File: src/rtl/clk_div_pkg.sv
// Shared constants and helpers for the fixed-ratio clock divider.
package clk_div_pkg;

    localparam int unsigned IN_FREQ_HZ_DEF  = 50_000_000;
    localparam int unsigned OUT_FREQ_HZ_DEF = 100;

    // Input cycles per output half-period; 0 flags an unusable output frequency.
    function automatic int unsigned half_cnt(input int unsigned in_hz, input int unsigned out_hz);
        if (out_hz == 0) begin
            return 0;
        end
        return in_hz / (2 * out_hz);
    endfunction

    // Counter width for a modulo-half counter, never narrower than one bit.
    function automatic int unsigned cnt_width(input int unsigned half);
        if (half > 1) begin
            return 32'($clog2(half));
        end
        return 1;
    endfunction

endpackage

File: src/rtl/clk_div_counter.sv
// Modulo-HALF_CNT counter with a terminal-count strobe, synchronous active-low reset.
module clk_div_counter
    import clk_div_pkg::*;
#(
    parameter int unsigned HALF_CNT = 5
) (
    input  logic clk,
    input  logic reset,
    output logic tc_c
);

    localparam int unsigned      CNT_W    = cnt_width(HALF_CNT);
    localparam logic [CNT_W-1:0] CNT_LAST = CNT_W'(HALF_CNT - 1);

    logic [CNT_W-1:0] cnt;

    // Terminal count: the edge that wraps the counter is the edge that toggles the output.
    assign tc_c = (cnt == CNT_LAST);

    // Count 0..HALF_CNT-1 and wrap; the counter never passes CNT_LAST.
    always_ff @(posedge clk) begin
        if (!reset) begin
            cnt <= '0;
        end else if (tc_c) begin
            cnt <= '0;
        end else begin
            cnt <= cnt + CNT_W'(1);
        end
    end

endmodule

File: src/rtl/clk_divider_100hz.sv
// 50 MHz -> 100 Hz, 50% duty registered divider.
// Optional macro CLK_DIV_TICK_EN adds tick_100Hz, a one-cycle pulse on each 0->1 output edge.
module clk_divider_100hz
    import clk_div_pkg::*;
#(
    parameter int unsigned IN_FREQ_HZ  = IN_FREQ_HZ_DEF,
    parameter int unsigned OUT_FREQ_HZ = OUT_FREQ_HZ_DEF
) (
    input  logic clk_50MHz,
    input  logic reset,
    output logic clk_100Hz
`ifdef CLK_DIV_TICK_EN
    ,
    output logic tick_100Hz
`endif
);

    localparam int unsigned HALF_CNT = half_cnt(IN_FREQ_HZ, OUT_FREQ_HZ);

    // Reject ratios that cannot give an exact 50% duty output.
    if (OUT_FREQ_HZ == 0) begin : g_bad_out_freq
        $error("clk_divider_100hz: OUT_FREQ_HZ must be non-zero");
    end else if ((IN_FREQ_HZ % (2 * OUT_FREQ_HZ)) != 0) begin : g_bad_ratio
        $error("clk_divider_100hz: IN_FREQ_HZ not divisible by 2*OUT_FREQ_HZ");
    end else if (HALF_CNT < 1) begin : g_bad_half
        $error("clk_divider_100hz: HALF_CNT must be at least 1");
    end

    logic tc_c;

    clk_div_counter #(
        .HALF_CNT (HALF_CNT)
    ) u_counter (
        .clk   (clk_50MHz),
        .reset (reset),
        .tc_c  (tc_c)
    );

    // Output flop toggles once per half-period; reset forces low regardless of phase.
    always_ff @(posedge clk_50MHz) begin
        if (!reset) begin
            clk_100Hz <= 1'b0;
        end else if (tc_c) begin
            clk_100Hz <= ~clk_100Hz;
        end
    end

`ifdef CLK_DIV_TICK_EN
    // Pulse coincides with the rising output edge: a terminal count while the output is low.
    always_ff @(posedge clk_50MHz) begin
        if (!reset) begin
            tick_100Hz <= 1'b0;
        end else begin
            tick_100Hz <= tc_c & ~clk_100Hz;
        end
    end
`endif

endmodule

File: config.mk
export PLATFORM = sky130hd
export DESIGN_NAME = clk_divider_100hz
export DESIGN_NICKNAME = d
export VERILOG_FILES = /design/src/rtl/clk_div_pkg.sv /design/src/rtl/clk_div_counter.sv /design/src/rtl/clk_divider_100hz.sv
export SDC_FILE = /design/constraint.sdc
export NUM_CORES = 1
export LEC_CHECK = 0
export BUFFER_PORTS_ARGS = -buffer_cell sky130_fd_sc_hd__buf_2
export CELL_PAD_IN_SITES_DETAIL_PLACEMENT = 1
export CELL_PAD_IN_SITES_GLOBAL_PLACEMENT = 2
export CORE_MARGIN = 1
export CORE_UTILIZATION = 39
export CTS_CLUSTER_DIAMETER = 200
export DETAILED_ROUTE_END_ITERATION = 6
export PLACE_DENSITY_LB_ADDON = 0.1
export SYNTH_ARGS = -nofsm -noshare
export SYNTH_HDL_FRONTEND = slang
export SYNTH_SLANG_ARGS = --single-unit
File: constraint.sdc
create_clock -name clk_50MHz -period 4.5 [get_ports clk_50MHz]
set_input_delay 0.9 -clock clk_50MHz [delete_from_list [all_inputs] [get_ports clk_50MHz]]
set_output_delay 0.9 -clock clk_50MHz [all_outputs]
set_load 0.02 [all_outputs]
; After elaboration in Yosys (flattened, before gate mapping)
; Cells that the tools add are included.
[classes]
add_sub_neg = 1
mul = 0
div_mod_pow = 0
order_cmp = 0
eq_ne = 1
shifts = 0
n_mux = 0
bitwise = 2
n_reduce_logical = 1
[ops]
columns = op, count
row1 = $add A18 B1 Y18 const B, 1
row2 = $eq A18 B18 Y1 const B, 1
row3 = $not A1 Y1, 2
row4 = $reduce_or A2 Y1, 1
[totals]
ff_bits = 19
latchBits = 0
ramBits = 0
rom_bits = 0
elab_cells = 7
mem_count = 0

; Longest topological paths before layout
; Gate-level depths: netlist of the first run.
[depth]
ltp_word = 2
mapped_depth = 6

; Cells and area by module
; A second synthesis of the first run with hierarchy kept.
[hier_totals]
hier_cells = 94
hier_area_um2 = 840.8
[modules_own_cells]
columns = mod, n_inst, cells_each, area_per_inst_um2, seq_area_each_um2
row1 = clk_div_counter, 1, 91, 805.8, 360.3
row2 = clk_divider_100hz, 1, 3, 35.0, 20.0

; Worst setup path after synthesis of the first run
; Ideal clock, no wire load.
[synth_timing]
path_type = register to register
start = reg u_counter.cnt[0]
end = reg u_counter.cnt[13]
setup_ns = 0.115
arrival_ns = 1.651
required_time_ns = 4.385
slack_ns = 2.734
stages_incl_launch_ff = 7
n_path_buf = 1
period_less_slack_ns = 1.766
cell_sequence = dfxtp_1 -> ha_1 -> nand3_2 -> or4b_4 -> o21ai_4 -> buf_6 -> nor2_1
[synth_between]
elab_chain_cells = 2
elab_cells_between_ends = 3
[synth_lines]
columns = element, line_no
row1 = "start, declared", clk_div_counter.sv:15  ; logic [CNT_W-1:0] cnt;
row2 = "start signal, assigned", clk_div_counter.sv:27  ; cnt <= cnt + CNT_W'(1);
row3 = "parallel branches: the longest is 2 deep, another holds $add A18 B1 Y18", -
; Several ways; the timed one is not identified.
; A chain may end at the register's enable or synchronous reset.

; Worst setup path after layout of the first run
[layout_timing]
start = reg u_counter.cnt[0]
end = reg u_counter.cnt[16]
; Same word-level chain as after synthesis.

==> impl_metrics.toml, run 1 <==
[global_routing]
number_of_antenna_violations_at_the_first_check_in_global_routing = 0
global_route.usage.total_pct = 16.4
overflow = 0
maximum_number_of_pins_on_one_net_before_global_route_repair = 19
grt_pass1_wl_mm = 3.02
vias_in_the_first_global_route = 646

[placement]
number_of_cells_after_detailed_placement = 123
detailedPlacementHpwl_mm = 1.32
gp_congestion = 0.706
post_dp_cell_area_um2 = 896
pre_cts_ws_ns = 2.52
io_buffers = 2

[power]
ir_worst_vdd_uv = 161
power.static_leakage_nw = 0.276
power_per_cell_area_nw_per_um2 = 289
totalPowerFinal_uw = 267

[synthesis]
synth_area_per_cell_um2 = 9.07
synthArstFlopShare_pct = 0
synth_fp_nets = 99
synth_enable_flop_cells = 0
yosys_register_bits = 19
synthCells = 96
netlist_area_um2 = 871
synth-seq-area-share_pct = 43.7
synth.yosys.warnings = 0
yosys_most_used_dff = "sky130_fd_sc_hd__dfxtp_1"
synth_cell_types = 24

[final_layout]
drive_gt1_share_pct = 12.0
final_core_util_pct = 45.7
most-common-layout-cells = "sky130_fd_sc_hd__nor2_1 (19), sky130_fd_sc_hd__dfxtp_1 (19), sky130_fd_sc_hd__xnor2_1 (11)"
n_antenna_cell = 0
area_growth_pct = 6.03
num-nets-final = 104
post_layout_nonfiller_instances = 127
postLayoutCellArea_um2 = 923
fill_cells = 240

[clock_tree]
cts_root_buf = "sky130_fd_sc_hd__clkbuf_4"
cts-buffers-inserted = 3
hold_buffers = 0
clock_path_buffers = 2
cts-htree-levels = 1
tritoncts_num_sinks = 19
tritoncts = "done"
cts.clk_slew.worst_paths_ns = 0.11
post-cts-setup-buffer-count = 0
worst_skew_pair.late_latency_ns = 0.29
cts_resized = 0

[sta]
hold-worst-slack_ns = 0.491
final.setup.worst_slack_ns = 2.52
final-max-slew-violation-count = 0
report.final.hold_viol_count = 0
skew_ns = 0.0112
setup_repair_after_global_routing_missed_its_margin = "no"
fin_crit_sh_pct = 44.1
fmax_ghz = 0.504
timing.setup.tns_ns = 0
period_minus_slack_ns = 1.98
setup_violations = 0
max-slew-margin-rel_pct = 68.8
worstMarginPinSlew_ns = 0.467

[detailed_routing]
routedWlPerCell_um = 14.0
vias_per_cell = 5.41
drt_first_iter_violations = 5
detail_route.first_pass.iterations = 4
total_wirelength_of_the_detailed_routed_design_mm = 1.78
remaining_drc_errors = 0
drtAntennaViolNets = 0
route.vias.total = 687

[critical_path]
timing.rr.start = "u_counter.cnt[0]$_SDFF_PP0_"
crit_fanout = 18
critPathCaptureType = "flop"
reg2reg_to = "u_counter.cnt[16]$_SDFF_PP0_"
worst_r2r_path_depth = 5
setup.worst_path.class = "reg2reg"
cp-endpoint = "u_counter.cnt[16]$_SDFF_PP0_"
arrival_ns = 2.15
setup.worst_path.start_class = "flop"
cp_data_required_time_ns = 4.66
reg2reg_slack_ns = 2.52
crit_start = "u_counter.cnt[0]$_SDFF_PP0_"

[floorplanning]
die_x_um = 49.3
std_cell_rows = 16
initial_cell_density_of_the_core_pct = 43.1
die-height_um = 49.3
pin_count = 3
fp.dieArea_um2 = 2430
coreArea_um2 = 2020

[hold_path]
worstHoldPathType = "reg2reg"

[run_status]
outcome = "finished, final reports clean"

[job]
drv_cap = 0
registers in the layout, indices dropped and copies added, names as in the netlist:
signal         flops
u_counter.cnt     18
clk_100Hz          1
synth_stat cells (all sizes together), types with 2 or more instances:
cell	n	area (um2)
buf	2	18.8
nor4	6	43.8
nand3	3	20.0
nand4	9	56.3
dfxtp	19	380
inv	4	15.0
or3	2	12.5
o21ai	2	21.3
xor2	4	35.0
nand2	5	18.8
xnor2	11	96.3
nor2	19	71.3
nor3	3	15.0
critical path, stage by stage (launching register included):
cell and delay [ns]:
sky130_fd_sc_hd__dfxtp_1 0.41, sky130_fd_sc_hd__ha_1 0.25, sky130_fd_sc_hd__nand3_2 0.11, sky130_fd_sc_hd__or4b_4 0.56
sky130_fd_sc_hd__o21ai_4 0.41, sky130_fd_sc_hd__nor2_1 0.11
final cells by class:
type	instances	area, um2	area share [%]
clock buffers	3	22.5	2.44
clock inverters	1	5.00	0.542
inverters	4	15.0	1.63
multi-input cells	71	457	49.5
flip-flops and latches	19	380	41.2
well taps	27	33.8	3.66
repair buffers	2	10.0	1.08
how the worst min path moves through the flow:
| stage | slack (ns) | depth (start not counted) | to | startpoint |
|---|---|---|---|---|
| after floorplan | 0.44 | 1 | u_counter.cnt[0]$_SDFF_PP0_ | u_counter.cnt[0]$_SDFF_PP0_ |
| after global placement | 0.46 | 1 | u_counter.cnt[0]$_SDFF_PP0_ | u_counter.cnt[0]$_SDFF_PP0_ |
| after detailed placement | 0.47 | 1 | u_counter.cnt[0]$_SDFF_PP0_ | u_counter.cnt[0]$_SDFF_PP0_ |
| after CTS | 0.50 | 1 | u_counter.cnt[0]$_SDFF_PP0_ | u_counter.cnt[0]$_SDFF_PP0_ |
| after global routing | 0.52 | 1 | u_counter.cnt[0]$_SDFF_PP0_ | u_counter.cnt[0]$_SDFF_PP0_ |
| final | 0.49 | 1 | u_counter.cnt[0]$_SDFF_PP0_ | u_counter.cnt[0]$_SDFF_PP0_ |
layer usage:
layer | global-route usage [%] | vias to the layer above | share of wire [%]
met3 | 2.80 | 2 | 3.4
li1 | - | 342 | -
met2 | 26.9 | 12 | 48
met4 | 5.88 | 0 | 0.73
met5 | 0 | - | 0
met1 | 21.3 | 331 | 48
power breakdown:
group / internal (mW) / total [mW] / switching, mW
Sequential: 0.170 / 0.174 / 0.00314
Clock: 0.0330 / 0.0848 / 0.0517
Combinational: 0.00315 / 0.00833 / 0.00518
Total: 0.207 / 0.267 / 0.0601
cell families (layout without fill, tap and decap cells):
family	Yosys count	count (layout)	synth area share, %
flip-flops	19	19	43.7
buffers and inverters	6	10	3.88
AND/OR/NAND/NOR	50	50	31.0
XOR/XNOR	15	15	15.1
AO/OA/AOI/OAI	5	5	4.88
adder cells (fa/ha/maj)	1	1	1.44
No activity file was read; power rests on OpenSTA's default activity.
==> run 2: changes to the inputs <==
CORE_UTILIZATION = 36   (was 39)
clock period = 2.05 ns   (was 4.5 ns; I/O delays follow)
==> impl_metrics.toml, run 2 (same netlist as run 1, synthesis figures left out) <==
[floorplanning]
die_x_um = 51.2
fp.dieArea_um2 = 2620
die-height_um = 51.2
coreArea_um2 = 2250
std_cell_rows = 17
pin_count = 3
initial_cell_density_of_the_core_pct = 38.6

[final_layout]
most-common-layout-cells = "sky130_fd_sc_hd__nor2_1 (19), sky130_fd_sc_hd__dfxtp_1 (19), sky130_fd_sc_hd__xnor2_1 (11)"
area_growth_pct = 8.62
postLayoutCellArea_um2 = 946
register_name_with_the_most_flops = "u_counter.cnt"
final_core_util_pct = 42.0
largest_register_ffs = 18
n_antenna_cell = 0
largest_registers = "u_counter.cnt x18, clk_100Hz x1"
num-nets-final = 107
fill_cells = 290
drive_gt1_share_pct = 13.6

[detailed_routing]
remaining_drc_errors = 0
route.vias.total = 683
routedWlPerCell_um = 13.8
drtAntennaViolNets = 0
vias_per_cell = 5.21
total_wirelength_of_the_detailed_routed_design_mm = 1.81
detail_route.first_pass.iterations = 3
drt_first_iter_violations = 10

[hold_path]
worstHoldPathCells = 2
min-delay-start = "reset"
holdPathEnd = "clk_100Hz$_SDFFE_PN0N_"
worstHoldPathType = "in2reg"

[placement]
post_dp_cell_area_um2 = 920
detailedPlacementHpwl_mm = 1.33
gp_congestion = 0.679
io_buffers = 2

[sta]
hold-worst-slack_ns = 0.391
final-max-slew-violation-count = 0
skew_ns = 0.00206
timing.setup.tns_ns = 0
worstMarginPinSlew_ns = 0.414
setup_repair_after_global_routing_missed_its_margin = "no"
fmax_ghz = 0.537
report.final.hold_viol_count = 0
fin_crit_sh_pct = 90.8
max-slew-margin-rel_pct = 72.2
setup_violations = 0
period_minus_slack_ns = 1.86

[critical_path]
cp_data_required_time_ns = 2.28
timing.rr.start = "u_counter.cnt[0]$_SDFF_PP0_"
worst_r2r_path_depth = 5
reg2reg_to = "clk_100Hz$_SDFFE_PN0N_"
crit_fanout = 5
setup.worst_path.start_class = "flop"
critPathCaptureType = "flop"
arrival_ns = 2.10
reg2reg_slack_ns = 0.19
setup.worst_path.class = "reg2reg"

[clock_tree]
cts-htree-levels = 1
cts_root_buf = "sky130_fd_sc_hd__clkbuf_4"
tritoncts = "done"
clock_path_buffers = 2
cts-buffers-inserted = 3
hold_buffers = 0
post-cts-setup-buffer-count = 0
cts.clk_slew.worst_paths_ns = 0.11
cts_resized = 0
worst_skew_pair.late_latency_ns = 0.29
tritoncts_num_sinks = 19

[job]
drv_cap = 0

[global_routing]
overflow = 0
number_of_antenna_violations_at_the_first_check_in_global_routing = 0
grt_pass1_wl_mm = 3.26
vias_in_the_first_global_route = 691
global_route.usage.total_pct = 16.9
maximum_number_of_pins_on_one_net_before_global_route_repair = 11

[power]
power.static_leakage_nw = 0.288
ir_worst_vdd_uv = 374
power_per_cell_area_nw_per_um2 = 628

[run_status]
outcome = "finished, final reports clean"
-- run 2: cell count changes in the layout (fill, tap and decap cells not counted), sizes merged --
cell    change
buf         +3
clkbuf      +1
clkinv      -1
-- run 2: report_power, final --
part           internal [mW]  switching [mW]  total [mW]
clock network         0.0756           0.114       0.190
logic                 0.0109          0.0146      0.0255
registers              0.374         0.00519       0.379
total                  0.461           0.134       0.594
-- run 2: cell type report --
class	instances	area [um2]	area share (%)
inverters	4	15.0	1.59
repair buffers	5	32.5	3.44
well taps	28	35.0	3.70
flip-flops and latches	19	380	40.2
clock buffers	4	26.3	2.78
multi-input cells	71	457	48.3
-- run 2: metal layers --
layer / vias up / GRT usage [%] / share of wire [%]
li1: 352 / - / -
met1: 326 / 23.4 / 53
met2: 3 / 25.2 / 45
met3: 2 / 2.68 / 1.5
met4: 0 / 8.33 / 0.94
met5: - / 0 / 0
-- run 2: stage by stage --
stage / setup WS, ns / std cells / total power, mW
after global placement: 0.270 / 127 / 0.412
final: 0.189 / 131 / 0.594
after floorplan: 0.284 / 96 / 0.405
after CTS: 0.180 / 131 / 0.605
after detailed placement: 0.220 / 127 / 0.413
after global routing: 0.0541 / 131 / 0.624
-- run 2: worst max-delay path by stage --
stage	from	end	slack, ns	cells past startpoint
2_1_floorplan	u_counter.cnt[0]$_SDFF_PP0_	u_counter.cnt[2]$_SDFF_PP0_	0.28	6
3_3_place_gp	u_counter.cnt[0]$_SDFF_PP0_	clk_100Hz$_SDFFE_PN0N_	0.27	5
3_5_place_dp	u_counter.cnt[0]$_SDFF_PP0_	clk_100Hz$_SDFFE_PN0N_	0.22	5
4_1_cts	u_counter.cnt[0]$_SDFF_PP0_	clk_100Hz$_SDFFE_PN0N_	0.18	5
5_1_grt	u_counter.cnt[0]$_SDFF_PP0_	clk_100Hz$_SDFFE_PN0N_	0.05	5
6_report	u_counter.cnt[0]$_SDFF_PP0_	clk_100Hz$_SDFFE_PN0N_	0.19	5
-- run 2: critical path, stage by stage (launching register included) --
cell and delay (ns):
sky130_fd_sc_hd__dfxtp_1 0.41, sky130_fd_sc_hd__ha_1 0.27, sky130_fd_sc_hd__nand3_2 0.11, sky130_fd_sc_hd__or4b_4 0.55, sky130_fd_sc_hd__or3_1 0.32, sky130_fd_sc_hd__a21boi_1 0.13
==> run 3: changes to the inputs <==
SYNTH_HIERARCHICAL = 1   (was unset)
==> impl_metrics.toml, run 3 <==
[sta]
setup_repair_after_global_routing_missed_its_margin = "no"
setup_violations = 0
final.setup.worst_slack_ns = 0.120
fmax_ghz = 0.518
max-slew-margin-rel_pct = 73.3
period_minus_slack_ns = 1.93
hold-worst-slack_ns = 0.379
fin_crit_sh_pct = 94.2
worstMarginPinSlew_ns = 0.398
report.final.hold_viol_count = 0
final-max-slew-violation-count = 0
skew_ns = 0.00465
timing.setup.tns_ns = 0

[hold_path]
worstHoldPathType = "in2reg"

[placement]
gp_congestion = 0.732
detailedPlacementHpwl_mm = 1.31
io_buffers = 2
number_of_cells_after_detailed_placement = 127
post_dp_cell_area_um2 = 905
pre_cts_ws_ns = 0.137

[synthesis]
netlist_area_um2 = 841
synth.yosys.warnings = 6
yosys_register_bits = 19
yosys_most_used_dff = "sky130_fd_sc_hd__dfxtp_1"
synth-seq-area-share_pct = 45.2
post-synth-top-count-cell = "sky130_fd_sc_hd__nor2_1"
synth_area_per_cell_um2 = 8.94
synthCells = 94
synth.top_cells.by_count = "sky130_fd_sc_hd__nor2_1 (20), sky130_fd_sc_hd__dfxtp_1 (19), sky130_fd_sc_hd__xnor2_1 (12)"
synth_top_area_cell = "sky130_fd_sc_hd__dfxtp_1"
synth_enable_flop_cells = 0
synth_top_area_share_pct = 45.2
synth_cell_types = 21
synth_fp_nets = 97
synthTopCellsByArea = "sky130_fd_sc_hd__dfxtp_1 (45%), sky130_fd_sc_hd__xnor2_1 (12%), sky130_fd_sc_hd__nor2_1 (8.9%), sky130_fd_sc_hd__nand4_1 (4.5%), sky130_fd_sc_hd__nor4_1 (3.7%)"
synthArstFlopShare_pct = 0

[floorplanning]
coreArea_um2 = 2210
die-height_um = 50.3
std_cell_rows = 17
initial_cell_density_of_the_core_pct = 38.0
die_x_um = 50.3
pin_count = 3
fp.dieArea_um2 = 2530

[global_routing]
maximum_number_of_pins_on_one_net_before_global_route_repair = 11
number_of_antenna_violations_at_the_first_check_in_global_routing = 0
global_route.usage.total_pct = 17.2
overflow = 0
grt_pass1_wl_mm = 3.14
vias_in_the_first_global_route = 678

[clock_tree]
cts_resized = 0
cts.clk_slew.worst_paths_ns = 0.11
hold_buffers = 0
tritoncts = "done"
post-cts-setup-buffer-count = 0
cts-htree-levels = 1
clock_path_buffers = 2
tritoncts_num_sinks = 19
cts-buffers-inserted = 3
cts_root_buf = "sky130_fd_sc_hd__clkbuf_4"
worst_skew_pair.late_latency_ns = 0.30

[detailed_routing]
drt_first_iter_violations = 8
drtAntennaViolNets = 0
vias_per_cell = 5.13
detail_route.first_pass.iterations = 3
remaining_drc_errors = 0
routedWlPerCell_um = 13.8
total_wirelength_of_the_detailed_routed_design_mm = 1.81
route.vias.total = 672

[critical_path]
critPathCaptureType = "flop"
slowest_delay_ns = 0.54
cp.buffers_inverters = 1
cp_data_required_time_ns = 2.25
worstPathCellList = "or4_1, or4_4, o21ai_4, buf_4, nor2_1"
setup.worst_path.start_class = "flop"
cp_top_family = "simple AND/OR/NAND/NOR gates"
crit_fanout = 9
setup.worst_path.class = "reg2reg"
arrival_ns = 2.13
crit_path_top_delay_cell = "sky130_fd_sc_hd__or4_4"

[final_layout]
final_core_util_pct = 42.1
most-common-layout-cells = "sky130_fd_sc_hd__nor2_1 (20), sky130_fd_sc_hd__dfxtp_1 (19), sky130_fd_sc_hd__xnor2_1 (12)"
post_layout_nonfiller_instances = 131
most_common_cell_after_layout_fill_and_taps_aside = "sky130_fd_sc_hd__nor2_1"
n_antenna_cell = 0
num-nets-final = 107
drive_gt1_share_pct = 10.7
area_growth_pct = 10.7
postLayoutCellArea_um2 = 931
largest_registers = "u_counter/cnt x18, clk_100Hz x1"
largest_register_ffs = 18
register_name_with_the_most_flops = "u_counter/cnt"

[power]
power_per_cell_area_nw_per_um2 = 636
totalPowerFinal_uw = 592
ir_worst_vdd_uv = 298
power.static_leakage_nw = 0.301

[job]
drv_cap = 0

[run_status]
outcome = "finished, final reports clean"
[run 3: cell count changes in the layout (fill, tap and decap cells not counted), moves of 2 or more]
cell and delta:
sky130_fd_sc_hd__and2_1 +2, sky130_fd_sc_hd__nand2_1 -3, sky130_fd_sc_hd__nand4_1 -3, sky130_fd_sc_hd__or4_1 +2, sky130_fd_sc_hd__nand3_1 +3
[run 3: path summary, 6_finish.rpt]
path,start,end,slack [ns],cells past startpoint
worst max-delay path,u_counter/cnt[11]$_SDFF_PP0_,u_counter/cnt[13]$_SDFF_PP0_,0.12,5
worst min-delay path,reset,clk_100Hz$_SDFFE_PN0P_,0.38,2
worst max register to register,u_counter/cnt[11]$_SDFF_PP0_,u_counter/cnt[13]$_SDFF_PP0_,0.12,5
worst min register to register,u_counter/cnt[0]$_SDFF_PP0_,u_counter/cnt[0]$_SDFF_PP0_,0.47,1
[run 3: metal layers]
layer / up-vias / global-route usage, % / wire [um]
li1: 340 / - / -
met1: 323 / 23.7 / 935
met2: 5 / 25.3 / 811
met3: 4 / 2.73 / 29
met4: 0 / 9.72 / 31
met5: - / 0 / 0
[run 3: final cells by class]
cell class              instances  area (um2)
clock buffers                   4        26.3
fillers                       286        1280
inverters                       4        15.0
multi-input cells              70         434
flip-flops and latches         19         380
well taps                      28        35.0
repair buffers                  6        40.0
[run 3: cells by family (layout without fill, tap and decap cells)]
group	Yosys count	count (layout)	share of synthesized area, %
simple gates	49	49	30.2
flops	19	19	45.2
xor+xnor	15	15	15.6
compound gates	5	5	4.32
buf+inv	5	14	3.12
fa+ha+maj	1	1	1.49
[run 3: worst register-to-register path, delay by kind of cell (launching register included)]
family | cells | cell delay [ns]
and+or+nand+nor | 3 | 1.12
DFF | 1 | 0.38
buffers and inverters | 1 | 0.19
AOI/OAI and AO/OA | 1 | 0.15
[run 3: power by group]
part	total, mW	internal [mW]	switching (mW)
clock	0.193	0.0757	0.117
sequential	0.379	0.374	0.00514
combinational	0.0197	0.00854	0.0112
total	0.592	0.458	0.133
